--- src/rtl/align_shift.sv ---
// align_shift: two-stage alignment shifter for the FP adder.
// Stage 1 does a byte-granular coarse shift of B (or saturates to zero for
// large differences), stage 2 finishes the 0..7 bit fine shift. Both stages
// fold every bit shifted out of B into a single sticky bit.
module align_shift #(
    parameter int EW = 11,
    parameter int FW = 53
) (
    input  logic          clk,
    input  logic          rst,
    input  logic          in_valid,
    output logic          in_ready,
    input  logic          sa2,
    input  logic [FW-1:0] fa2,
    input  logic          sb2,
    input  logic [FW+1:0] fb2,
    input  logic [EW-1:0] ea,
    input  logic [EW-1:0] as,
    output logic          out_valid,
    input  logic          out_ready,
    output logic          sa3,
    output logic [FW-1:0] fa3,
    output logic          sb3,
    output logic [FW+2:0] fb3,
    output logic [EW-1:0] ea3
);

    localparam int BW = FW + 2;

    // Stage valids.
    logic v1, v2;
    logic s1_en, s2_en;

    // Stage 1 registers.
    logic [BW-1:0] r1_val;
    logic          r1_st;
    logic [2:0]    r1_fsh;
    logic          r1_sa;
    logic [FW-1:0] r1_fa;
    logic          r1_sb;
    logic [EW-1:0] r1_ea;

    // Stage 1 combinational results.
    logic          sat;
    logic [5:0]    csh;
    logic [BW-1:0] c_mask;
    logic [BW-1:0] c_val;
    logic          c_st;

    // Stage 2 combinational results.
    logic [BW-1:0] f_mask;
    logic [BW-1:0] f_val;
    logic          f_st;

    // A stage advances when it is empty or the stage after it advances, so
    // bubbles collapse under backpressure. in_ready never depends on in_valid.
    always_comb begin
        s2_en    = !v2 || out_ready;
        s1_en    = !v1 || s2_en;
        in_ready = s1_en;
    end

    // Coarse shift by a multiple of 8; differences of 64 or more flush B.
    always_comb begin
        sat    = |as[EW-1:6];
        csh    = {as[5:3], 3'b000};
        c_mask = ~({BW{1'b1}} << csh);
        c_val  = '0;
        c_st   = 1'b0;
        if (sat) begin
            c_st = |fb2;
        end else begin
            c_val = fb2 >> csh;
            c_st  = |(fb2 & c_mask);
        end
    end

    // Stage 1 register: capture coarse result and pass-through fields.
    always_ff @(posedge clk or posedge rst) begin
        if (rst) begin
            v1     <= 1'b0;
            r1_val <= '0;
            r1_st  <= 1'b0;
            r1_fsh <= '0;
            r1_sa  <= 1'b0;
            r1_fa  <= '0;
            r1_sb  <= 1'b0;
            r1_ea  <= '0;
        end else if (s1_en) begin
            v1 <= in_valid;
            if (in_valid) begin
                r1_val <= c_val;
                r1_st  <= c_st;
                r1_fsh <= as[2:0];
                r1_sa  <= sa2;
                r1_fa  <= fa2;
                r1_sb  <= sb2;
                r1_ea  <= ea;
            end
        end
    end

    // Fine shift by 0..7; sticky accumulates both stages' lost bits.
    always_comb begin
        f_mask = ~({BW{1'b1}} << r1_fsh);
        f_val  = r1_val >> r1_fsh;
        f_st   = r1_st | (|(r1_val & f_mask));
    end

    // Stage 2 register drives the outputs directly, so they hold under stall.
    always_ff @(posedge clk or posedge rst) begin
        if (rst) begin
            v2  <= 1'b0;
            sa3 <= 1'b0;
            fa3 <= '0;
            sb3 <= 1'b0;
            fb3 <= '0;
            ea3 <= '0;
        end else if (s2_en) begin
            v2 <= v1;
            if (v1) begin
                sa3 <= r1_sa;
                fa3 <= r1_fa;
                sb3 <= r1_sb;
                fb3 <= {f_val, f_st};
                ea3 <= r1_ea;
            end
        end
    end

    assign out_valid = v2;

endmodule

--- config.mk ---
export PLATFORM = sky130hd
export DESIGN_NAME = align_shift
export DESIGN_NICKNAME = d
export VERILOG_FILES = /design/src/rtl/align_shift.sv
export SDC_FILE = /design/constraint.sdc
export NUM_CORES = 1
export LEC_CHECK = 0
export CORE_ASPECT_RATIO = 1.25
export CORE_MARGIN = 2
export CORE_UTILIZATION = 47
export CTS_CLUSTER_SIZE = 24
export DETAILED_ROUTE_END_ITERATION = 8
export GPL_ROUTABILITY_DRIVEN = 0
export HOLD_SLACK_MARGIN = 0.05
export PLACE_DENSITY = 0.78
export SLEW_MARGIN = 20
export SYNTH_ARGS = -nofsm -noshare
export SYNTH_HDL_FRONTEND = slang
export SYNTH_SLANG_ARGS = --single-unit
--- constraint.sdc ---
create_clock -name clk -period 8.84 [get_ports clk]
set_input_delay 2.21 -clock clk [delete_from_list [all_inputs] [get_ports clk]]
set_output_delay 2.21 -clock clk [all_outputs]
set_load 0.01 [all_outputs]
==> run summary <==
The kind of end point of the critical path is an output port. The switching share of power is 26.5%. During synthesis, Yosys emitted a total of 0 warnings. The worst supply voltage drop on vdd is 0.113 mV. The library cell used most frequently in the layout, excluding fill and tap cells, is nand2_1. Before CTS, the worst setup slack after placement is around 3100 ps.

Detailed routing inserted a total of between 9000 and 10000 vias. The met2 routed wirelength came out at 16000 um. The count of flip-flops with a built-in enable after synthesis is 0.

The sequential cell area fraction in the yosys report is 50.8%. The clock network burns 32.6% of the power. The average detailed-routed wire length per instance came out at 19.7 um. The number of gates given a new drive strength after cts is 0. The smallest setup slack after layout is 3140 ps.

In this run the power spent charging and discharging nets is 0.000783 W. Among all flip-flop cells after synthesis, the most frequent one is dfrtp_1. The worst-skew pair later-pin latency came out at between 500 and 600 ps. The worst path needs 5700 ps of the cycle, external delays included. Cell internal power was estimated by the tool at between 0.002 and 0.0025 W. The dominant combinational cell family by area after synthesis is multiplexers. The netlist uses 41 different library cells.

Before antenna repair, the detailed router went through 5 iterations. The combinational cell fraction of total power is 21.7%. The pin slew with the least headroom to its limit is 1080 ps. The share of synthesized registers carrying an async set or reset came out at 100%. Counting the buffers created by CTS gives 23. In this run the number of H-tree levels came out at 1. The number of antenna-violating nets in the routed design came out at 0. The mean number of vias per cell came out at 5.65. The static power due to leakage is 6.86 nW.

The post-synthesis area per instance came out at 11.2 um2. The final worst-path cycle share is 64.5%. The global-route usage over all layers is 23.6%. The area growth from synthesis to layout is 29.0%. The number of buffers added to fix hold violations after cts came out at 0. The clock-pin slew reported for the worst setup and hold paths after clock tree synthesis is around 60 ps. The library cells used most frequently in the layout, excluding fill and tap cells, are 306 x nand2_1, 257 x clkdlybuf4s50_1, 246 x dfrtp_1, 86 x o21ai_0, 77 x mux2i_1.

The floorplan step defined a die boundary enclosing 27400 um2. The number of buffers inserted by post-CTS setup repair is 0. The via count of the first global-routing pass is 9093. The upper clock frequency limit came out at 175 MHz. In this run the clock root is driven by a clkbuf_16. 260 I/O pins were placed. Setup repair after global routing left no endpoint under its margin.

Once detailed placement completed, the half-perimeter wirelength came to 23700 um. The first global-routing pass estimated 51000 um of wire. The site row count came out at 66.

The startpoint type of the worst setup path is an input pin. The fraction of final layout cells sized beyond drive strength 1 is 15.3%. The endpoint arrival time on the critical path came out at 3490 ps. The post-detailed-placement cell area came out at 15000 um2. In this run the cell area of the synthesized design comes to 12300 um2.

The synthesized netlist cell count is 1098. The required arrival time at the worst endpoint is between 6000 and 7000 ps. The number of synthesized register bits came out at 249. The initial antenna violation count came out at 0.

The number of diodes came out at 0. For this configuration, the core starts out at a cell density of 47.5%. After Yosys synthesis, XOR and XNOR cells account for 0% of the synthesized area. The synthesized-area fraction occupied by ao, oa, aoi and oai cells came out at 8.79%. The fraction of the mapped netlist area in adder cells came out at 0%. The number of max-capacitance violations reported came out at 0.

After the last flow step, the layout net total stands at 1447. Headroom to the max-slew limit came out at 27.9%. The max-slew violation count came out at 0. The fill cell total of the finished layout is 2113.

The remaining design rule violation count came out at 0. The number of sinks handled by clock tree synthesis came out at 249. The min-delay analysis places its worst path in the category reg -> reg. The die boundary width came out at approximately 150 um. The detailed router put a total of 13500 um of wire on met1. In this run the worst path has a maximum fanout of 5. The post-route clock skew is 17.2 ps.

In this run, flip-flops and latches consume 45.7% of the power. The mux contribution to synthesized area is about a quarter. The final-layout setup total negative slack came out at 0 ps. In this run the deepest clock path goes through 3 buffers. The beginning of the critical path is out_ready. The flow ran to the end, and the final reports show no timing, DRC or antenna violations. The initial DRC count came out at 585. In this run the top signal layer used is met4. The worst register-to-register path begins at out_valid.

Buffers placed on the I/O ports in this run total 259. The floorplan core area came out at 25800 um2. Entering global routing, the biggest net connects 95 pins. The post-synthesis share of cell area spent on and, or, nand and nor gates is 12.5%. With fillers left out, the area of the finished cells amounts to 15800 um2. By startpoint and endpoint, the worst setup path is classified as in -> out. The total overflow reported by the global router is 0. Counting every net in the synthesized netlist gives 1234.

The routed length on met3 came out at 2420 um. The power per standard cell area came out at 187 nW/um2. The total wire length came out at 32800 um. The height of the die is approximately 180 um. The final-report hold violation count is 0.

The CTS tree is built. The startpoint of the lowest-slack hold path is r1_fa[34]. The setup-violating endpoint count in the final report came out at 0.
## routing by layer
metal	vias up	GRT usage, %
li1	4340	-
met1	4587	31.6
met2	407	40.7
met3	60	3.59
met4	0	5.79
met5	-	0
## worst max-delay path, stage by stage
cell and delay, ps:
clkdlybuf4s50_1 460, nand3b_1 230, clkdlybuf4s50_1 590
## kinds of logic (layout without fill, tap and decap cells)
group | Yosys count | after routing
buffers and inverters | 88 | 313
DFF | 249 | 249
muxes | 216 | 216
AOI/OAI and AO/OA | 173 | 173
and+or+nand+nor | 372 | 372
## flip-flops by register name, indices dropped and copies added, names as in the netlist
| name | flops |
|---|---|
| sa3 | 1 |
| r1_ea | 11 |
| sb3 | 1 |
| r1_fa | 53 |
| fa3 | 53 |
| r1_st | 1 |
| out_valid | 1 |
| fb3 | 56 |
| v1 | 1 |
| r1_sb | 1 |
| ea3 | 11 |
| r1_fsh | 3 |
| r1_val | 55 |
| r1_sa | 1 |
## worst paths after layout
| check | to | slack [ps] | cells after the start |
|---|---|---|---|
| max | in_ready | 3140 | 3 |
| min | r1_fa[34] | 470 | 2 |
| max reg2reg | fa3[11] | 6170 | 4 |
| min reg2reg | r1_fa[34] | 470 | 2 |
| max in group asynchronous | r1_fsh[0] | 5270 | 4 |
| min in group asynchronous | fa3[22] | 2020 | 2 |
## power groups by stage
| stage | clock [W] | sequential, W | combinational [W] |
|---|---|---|---|
| 6_report | 0.000964 | 0.00135 | 0.000641 |
| 5_1_grt | 0.00104 | 0.00137 | 0.000689 |
| 4_1_cts | 0.000987 | 0.00136 | 0.000630 |
| 3_5_place_dp | 0 | 0.00138 | 0.000627 |
| 3_3_place_gp | 0 | 0.00137 | 0.000616 |
| 2_1_floorplan | 0 | 0.00138 | 0.000309 |
## synth_stat cells (7+ instances only)
cell      count  area share (%)
buf_1        20            0.61
a22o_1       29             2.1
mux2_2       73             6.7
a22oi_1       8            0.49
nor4_1       14            0.71
nand2_1     308             9.4
a21oi_1      20            0.82
mux2i_1      77             6.3
clkbuf_1     57             1.7
dfrtp_1     249              51
mux4_2       66              12
a32o_1        7            0.57
o21ai_0      86             3.5
o22ai_1      11            0.56
nor2_1       16            0.49
## layout make-up
| type | instances | area [um2] | area share [%] |
|---|---|---|---|
| tap | 340 | 425 | 2.69 |
| timing repair buffer | 269 | 2690 | 17.0 |
| clock buffer | 29 | 628 | 3.97 |
| sequential | 249 | 6240 | 39.4 |
| inverter | 7 | 30.0 | 0.190 |
| clock inverter | 8 | 97.6 | 0.617 |
| multi-input combinational | 761 | 5710 | 36.1 |
## stage by stage
step	std cells	total power, W	util [%]	hold WS, ps
6_report	1663	0.00296	61.2	473
2_1_floorplan	1098	0.00169	-	442
3_3_place_gp	1624	0.00199	58.2	453
4_1_cts	1661	0.00298	61.0	480
3_5_place_dp	1624	0.00201	58.2	465
5_1_grt	1663	0.00310	61.2	491
(Power assumes the default switching activity.)
